<file path="config.mk">
export PLATFORM = sky130hd
export DESIGN_NAME = pwm_duty_ctrl
export DESIGN_NICKNAME = d
export VERILOG_FILES = /design/src/rtl/pwm_duty_ctrl.sv
export SDC_FILE = /design/constraint.sdc
export NUM_CORES = 1
export LEC_CHECK = 0
export BUFFER_PORTS_ARGS = -buffer_cell sky130_fd_sc_hd__buf_2
export CAP_MARGIN = 30
export CORE_ASPECT_RATIO = 1.75
export CORE_MARGIN = 5
export CORE_UTILIZATION = 51
export CTS_BUF_LIST = sky130_fd_sc_hd__clkbuf_16
export DETAILED_ROUTE_END_ITERATION = 16
export PLACE_DENSITY = 0.66
export REMOVE_ABC_BUFFERS = 1
export SYNTH_ARGS = -nofsm -noshare
export SYNTH_HDL_FRONTEND = slang
export SYNTH_SLANG_ARGS = --single-unit
</file>
<file path="constraint.sdc">
create_clock -name clk -period 3.63 [get_ports clk]
set_input_delay 0 -clock clk [delete_from_list [all_inputs] [get_ports clk]]
set_output_delay 0 -clock clk [all_outputs]
set_load 0.01 [all_outputs]
</file>
<file path="src/rtl/pwm_duty_ctrl.sv">
// Button-driven PWM duty controller: debounced up/down/mode keys, a manual/breathe FSM,
// and a duty shadow register that only reloads at PWM frame boundaries.
module pwm_duty_ctrl #(
    parameter int          DB_CNT    = 20000,
    parameter int          RAMP_DIV  = 32768,
    parameter int          STEP      = 1,
    parameter logic [9:0]  DUTY_INIT = 10'h3F8
) (
    input  logic       clk,
    input  logic       rst_n,
    input  logic       key_up,
    input  logic       key_dn,
    input  logic       key_mode,
    input  logic       frame_start,
    output logic [9:0] duty,
    output logic       duty_upd,
    output logic [1:0] mode
);

    typedef enum logic [1:0] {
        MANUAL     = 2'b00,
        BREATHE_UP = 2'b01,
        BREATHE_DN = 2'b10
    } mode_e;

    localparam int              DBW       = $clog2(DB_CNT + 1);
    localparam int              RW        = (RAMP_DIV > 1) ? $clog2(RAMP_DIV) : 1;
    localparam logic [DBW-1:0]  DB_LAST   = DBW'(DB_CNT - 1);
    localparam logic [RW-1:0]   RAMP_LAST = RW'(RAMP_DIV - 1);
    localparam logic [10:0]     STEP_W    = 11'(STEP);

    // Key vector order: [0] up, [1] down, [2] mode.
    logic [2:0]     key_raw;
    logic [2:0]     sync1_q, sync2_q;
    logic [2:0]     db_q, db_prev_q;
    logic [DBW-1:0] db_cnt_q [3];
    logic [2:0]     press_ev;

    assign key_raw = {key_mode, key_dn, key_up};

    // NOTE: all state uses non-blocking assignments so every register samples pre-edge values.
    always_ff @(posedge clk or negedge rst_n) begin
        if (!rst_n) begin
            sync1_q   <= '0;
            sync2_q   <= '0;
            db_q      <= '0;
            db_prev_q <= '0;
            for (int i = 0; i < 3; i++) db_cnt_q[i] <= '0;
        end else begin
            sync1_q   <= key_raw;
            sync2_q   <= sync1_q;
            db_prev_q <= db_q;
            for (int i = 0; i < 3; i++) begin
                if (sync2_q[i] == db_q[i]) begin
                    db_cnt_q[i] <= '0;
                end else if (db_cnt_q[i] == DB_LAST) begin
                    db_q[i]     <= sync2_q[i];
                    db_cnt_q[i] <= '0;
                end else begin
                    db_cnt_q[i] <= db_cnt_q[i] + 1'b1;
                end
            end
        end
    end

    assign press_ev = db_q & ~db_prev_q;

    mode_e          mode_q, mode_d;
    logic [9:0]     target_q, target_d;
    logic [RW-1:0]  ramp_q, ramp_d;
    logic [9:0]     duty_q;
    logic           duty_upd_q;
    logic           tick;
    logic [10:0]    inc_sum;
    logic [9:0]     inc_sat, dec_sat;

    assign inc_sum = {1'b0, target_q} + STEP_W;
    assign inc_sat = (inc_sum > 11'd1023) ? 10'd1023 : inc_sum[9:0];
    assign dec_sat = ({1'b0, target_q} < STEP_W) ? 10'd0 : (target_q - STEP_W[9:0]);

    // NOTE: every combinational output gets a default first so no latch is inferred.
    always_comb begin
        mode_d   = mode_q;
        target_d = target_q;
        ramp_d   = ramp_q;
        tick     = (mode_q != MANUAL) && (ramp_q == RAMP_LAST);
        case (mode_q)
            MANUAL: begin
                ramp_d = '0;
                if (press_ev[2])                      mode_d   = BREATHE_UP;
                else if (press_ev[0] && !press_ev[1]) target_d = inc_sat;
                else if (press_ev[1] && !press_ev[0]) target_d = dec_sat;
            end
            BREATHE_UP: begin
                ramp_d = tick ? '0 : ramp_q + 1'b1;
                if (press_ev[2]) begin
                    mode_d = MANUAL;
                    ramp_d = '0;
                end else if (tick) begin
                    target_d = inc_sat;
                    if (inc_sat == 10'd1023) mode_d = BREATHE_DN;
                end
            end
            BREATHE_DN: begin
                ramp_d = tick ? '0 : ramp_q + 1'b1;
                if (press_ev[2]) begin
                    mode_d = MANUAL;
                    ramp_d = '0;
                end else if (tick) begin
                    target_d = dec_sat;
                    if (dec_sat == 10'd0) mode_d = BREATHE_UP;
                end
            end
            default: begin
                mode_d = MANUAL;
                ramp_d = '0;
            end
        endcase
    end

    // Duty only reloads at a frame boundary so a PWM period never sees a changing compare value.
    always_ff @(posedge clk or negedge rst_n) begin
        if (!rst_n) begin
            mode_q     <= MANUAL;
            target_q   <= DUTY_INIT;
            ramp_q     <= '0;
            duty_q     <= DUTY_INIT;
            duty_upd_q <= 1'b0;
        end else begin
            mode_q   <= mode_d;
            target_q <= target_d;
            ramp_q   <= ramp_d;
            if (frame_start) begin
                duty_q     <= target_q;
                duty_upd_q <= (target_q != duty_q);
            end else begin
                duty_upd_q <= 1'b0;
            end
        end
    end

    assign duty     = duty_q;
    assign duty_upd = duty_upd_q;
    assign mode     = mode_q;

endmodule

</file>
Word-level counts from Yosys, hierarchy flattened
Cells that the tools add are included.
Widths: inputs -> output; s select.

storage, ports and cells
  register bits after elaboration = 95
  bits of input ports = 6
  word-level logic and storage cells = 92

operators by class
  $add $sub $neg = 6
  $lt $le $gt $ge = 2
  eq/ne operators = 22
  mux-type cells = 28
  bitwise gates (word level) = 5
  reductions and logical operators = 15

operators with widths
  operator               count
  $mux 15                9
  $mux 10                9
  $add 15x1->15 const B  4
  $eq 15x15->1 const B   4
  $pmux 10 s3            1
  $ne 3x3->1 const B     5
  $mux 2                 7
  $ne 2x2->1 const B     6
  $add 10x1->11 const B  1
  $gt 11x10->1 const B   1
  $eq 10x10->1 const B   1
  $logic_not 10->1       1
  $lt 10x1->1 const B    1
  $ne 10x10->1           1
  $sub 10x1->10 const B  1
  $reduce_and 7->1       1
  $pmux 2 s3             1
  $reduce_and 2->1       3
  $reduce_and 5->1       1
  $and 3x3->3            1
  $eq 1x1->1             3
  $logic_and 1x1->1      3
  $not 1->1              3
  $not 3->3              1
  8 further kinds        9

Logic depth before layout (Yosys ltp)
  depth in word-level cells = 8
  mapped depth = 10
  depth with buffers taken out = 9

Least setup slack after synthesis
No wires, ideal clock.

  path kind = register to register
  from = register target_q[0]
  to = register mode_q[0], in the netlist mode[0]
  library setup time = 0.125 ns
  arrival time = 2.622 ns
  data required time = 3.505 ns
  setup slack = 0.883 ns
  stages on the path, launching flop included = 11
  path buffers = 1
  path through = dfrtp_1 buf_6 inv_1 ha_1 nand2b_1 nor4_1 mux2_1 or4_4 o31ai_4 a21oi_2 mux2_4

between the ends
  cells in the longest elaborated chain, start to end = 6

ends and longest elaborated chain
  element                       line  RTL
  start: declaration            69    logic [9:0] target_q, target_d;
  start signal: assignment      131   target_q <= target_d;
  $add 10x1->11                 77    assign inc_sum = {1'b0, target_q} + STEP_W;
  $gt 11x10->1                  78    assign inc_sat = (inc_sum > 11'd1023) ? 10'd1023 : inc_sum[9:0];
  $mux 10                       78
  $eq 10x10->1                  101   if (inc_sat == 10'd1023) mode_d = BREATHE_DN;
  $ne 3x3->1 (no line)          --
  $reduce_and 5->1 (no line) *  --
  end signal: assignment        130   mode_q <= mode_d;
  end: declaration              68    mode_e mode_q, mode_d;

Every way passes the cells marked *; elsewhere a longest branch is shown, timed or not.
A chain may end at the register's enable or synchronous reset.

Final worst setup path
Ends and elaborated chain as after synthesis.

==> flow_metrics.env <==
export IMPL_outcome="finished, violations left"
export IMPL_violations="hold timing"
export IMPL_grt_max_degree=75
export IMPL_cts_buffers=9
export IMPL_min_period_ns=2.997
export IMPL_antenna_found_initial=0
export IMPL_slew_headroom_pct=37.48
export IMPL_leakage_nw=2.464
export IMPL_cts_tree="built"
export IMPL_cp_slowest_stage_delay_ns=0.51
export IMPL_core_region_area_mm2=0.01030
export IMPL_area_delta_synth_final_pct=8.779
export IMPL_tightestPinTransition_ns=0.9375
export IMPL_grt_pass1_vias=4286
export IMPL_drive_gt1_share_pct=13.53
export IMPL_path_class="flip-flop to flip-flop"
export IMPL_cts_root_buf="clkbuf_16"
export IMPL_placed_area_mm2=0.005488
export IMPL_avgSynthCellArea_um2=9.621
export IMPL_start_kind="flip-flop"
export IMPL_setup_violations_final=0
export IMPL_rows=49
export IMPL_synth_top_cell_area_share_pct=37.82
export IMPL_skew_ns=0.006222
export IMPL_critical_path_cell_chain="inv_1, ha_1, nand2b_1, nor4_1, mux2_1, or4_4, o31ai_4, a21oi_2, mux2_4"
export IMPL_async_flop_share_pct=100.0
export IMPL_first_pass_iters=5
export IMPL_clockBufferDepth=2
export IMPL_cts_sinks=95
export IMPL_critPathBufInv=1
export IMPL_cts_htree_levels=3
export IMPL_ys_seq_area_share_pct=44.69
export IMPL_yosys_area_top_type="dfrtp_1"
export IMPL_cts_setup_buffers=0
export IMPL_peakVddDrop_uv=307.6
export IMPL_synth_edf_count=0
export IMPL_grt_overflow=0
export IMPL_wl_per_cell_um=16.94
export IMPL_worst_slack_ns=0.6330
export IMPL_track_usage_pct=19.48
export IMPL_antenna_left=0
export IMPL_fin_hold_ws_ns=-0.0003267
export IMPL_post_place_ws_ns=0.6572
export IMPL_critPathSlowestCell="dfrtp_1"
export IMPL_netlist_top_cells_area="dfrtp_1 (38%), xor2_1 (7.2%), dfstp_2 (6.9%)"
export IMPL_maxSlewViolCount=0
export IMPL_hpwl_um=8211
export IMPL_hp_class="primary input to async pin"
export IMPL_cpLargestDelayFamily="simple AND/OR/NAND/NOR gates"
export IMPL_drt_wl_total_um=11790
export IMPL_start_util_pct=52.03
export IMPL_cp_max_fo=13
export IMPL_drv_cap=0
export IMPL_fillers=928
export IMPL_worstPathRequired_ns=3.86
export IMPL_synth_cells=557
export IMPL_clkLatencyLatePin_ns=0.34
export IMPL_grt_pass1_wl_um=19940
export IMPL_period_share_pct=82.56
export IMPL_cp_arrival_ns=3.22
export IMPL_stdcell_area_mm2=0.005829
export IMPL_rsz0062_at_grt="no"
export IMPL_antenna_cells=0
export IMPL_drt_initial_drc_count=238
export IMPL_synth_ff_type="dfrtp_1"
export IMPL_num_io_pins=19
export IMPL_dr_total_vias=4137
export IMPL_fp_dieW_um=87.49
export IMPL_fmax_ghz=0.3337
export IMPL_clk_pin_slew_ns=0.07
export IMPL_routabilityCongestion=0.9360
export IMPL_hold_viol=2
export IMPL_via_per_inst=5.944
export IMPL_drc=0
export IMPL_cts_resized=0
export IMPL_p_per_area_mw_per_mm2=345.9
export IMPL_ys_types=62
export IMPL_yosys_register_bits=95
export IMPL_die_h_um=145.6
export IMPL_final_nets=581
export IMPL_setup_total_negative_slack_ns=0
export IMPL_synthesis_area_mm2=0.005359
export IMPL_yosysWarnings=0
export IMPL_dieArea_mm2=0.01274
export IMPL_end_kind="flip-flop"
export IMPL_io_buffers=18
==> final timing paths <==
kind / from / endpoint / slack, ns / cells after the start
max reg2reg: target_q[0] / mode[0] / 0.63 / 9
max in group asynchronous: rst_n / ramp_q[11] / 2.75 / 4
max: target_q[0] / mode[0] / 0.63 / 9
min reg2reg: sync1_q[0] / sync2_q[0] / 0.35 / 0
min: rst_n / db_cnt_q[13] / -0.0003 / 2
min in group clk: frame_start / duty_upd / 0.03 / 2
==> cells by family (layout without fill, tap and decap cells) <==
group | after synthesis | count (layout) | synth area share, %
AND/OR/NAND/NOR | 243 | 243 | 22.58
buffers and inverters | 39 | 51 | 3.199
flip-flops | 95 | 95 | 44.69
XOR/XNOR | 76 | 76 | 12.42
AO/OA/AOI/OAI | 72 | 72 | 10.11
multiplexers | 21 | 21 | 4.436
adder cells (fa/ha/maj) | 11 | 11 | 2.568
==> through the flow <==
stage          total power, W  utilization (%)  cells
2_1_floorplan        0.001120                -    529
3_3_place_gp         0.001151            53.28    675
3_5_place_dp         0.001154            53.28    675
4_1_cts              0.002039            56.33    695
5_1_grt              0.002104            56.60    696
6_report             0.002016            56.60    696
==> where the power goes <==
group | switching (W) | internal (W) | leakage, nW
sequential | 0.00000958 | 0.00107 | 1.25
clock | 0.000413 | 0.000464 | 0.129
combinational | 0.0000389 | 0.0000200 | 1.08
total | 0.000462 | 0.00155 | 2.46
==> registers in the layout, summed over array words and instances, names as in the netlist <==
name       cells
db_prev_q      3
ramp_q        15
sync2_q        3
target_q      10
duty          10
db_q           3
db_cnt_q      45
mode           2
sync1_q        3
duty_upd       1
==> cells in the mapped netlist (2+ instances only) <==
cell,count
nor4_1,7
or2_2,2
nor3b_1,2
a31oi_1,4
o31ai_4,2
mux2i_1,2
nand4b_1,2
o41ai_2,2
a21oi_1,15
a221oi_1,5
nand2b_1,9
mux2_2,16
buf_4,3
and3_1,13
o21ai_1,7
nor3_1,15
and2_1,7
a221o_1,3
a2111oi_0,2
buf_2,5
nand4_1,20
nor4b_1,3
nor2b_1,5
o211ai_1,3
o21ai_0,8
inv_1,11
xnor2_1,32
ha_1,11
o31ai_1,6
dfstp_2,14
nor2_1,80
nand3_1,30
xor2_1,44
clkbuf_1,19
mux2_1,2
nand2_1,39
or3_1,2
dfrtp_1,81
==> per-layer routing <==
layer / vias up / wire [um] / track usage [%]
li1: 1965 / - / -
met1: 2016 / 4634 / 22.29
met2: 119 / 6237 / 33.87
met3: 37 / 460 / 3.286
met4: 0 / 460 / 9.908
met5: - / 0 / 0
==> worst register-to-register path, cell delays in order (launching register included) <==
cell and delay, ns:
dfrtp_1 0.51, inv_1 0.16, ha_1 0.26, nand2b_1 0.15
nor4_1 0.22, mux2_1 0.39, or4_4 0.50, o31ai_4 0.28
a21oi_2 0.09, mux2_4 0.30
==> layout make-up <==
type                            count  area (um2)  share of cell area, %
Sequential cell                    95        2395                  41.08
Multi-Input combinational cell    423        2793                  47.91
Inverter                           11       41.29                 0.7083
Tap cell                          127       158.9                  2.726
Clock inverter                      7       48.80                 0.8371
Timing Repair Buffer               24       167.7                  2.876
Clock buffer                        9       225.2                  3.863
==> placed cells by master (no fill, tap or decap), drive strengths merged, types with 3 or more instances in the layout <==
master / synthesis / final
o211ai: 3 / 3
dfrtp: 81 / 81
clkinvlp: 0 / 3
nand3: 30 / 30
a21oi: 16 / 16
buf: 9 / 20
or3: 3 / 3
dlygate4sd3: 0 / 4
ha: 11 / 11
nor3: 15 / 15
o21ai: 16 / 16
nor4b: 3 / 3
a31oi: 4 / 4
a221o: 3 / 3
nor4: 7 / 7
nor3b: 3 / 3
clkbuf: 19 / 9
xor2: 44 / 44
nand4: 20 / 20
and3: 13 / 13
nor2b: 5 / 5
a221oi: 5 / 5
xnor2: 32 / 32
dfstp: 14 / 14
and2: 7 / 7
inv: 11 / 13
nand2b: 9 / 9
o31ai: 8 / 8
nand2: 39 / 39
nor2: 80 / 80
mux2: 19 / 19
==> repair_timing <==
item	4_1_cts	5_1_grt
hold buffers	4	0
hold endpoints to repair	62	0
endpoints found under the setup margin	0	0
Note: power is estimated with default switching activity, not from simulation.
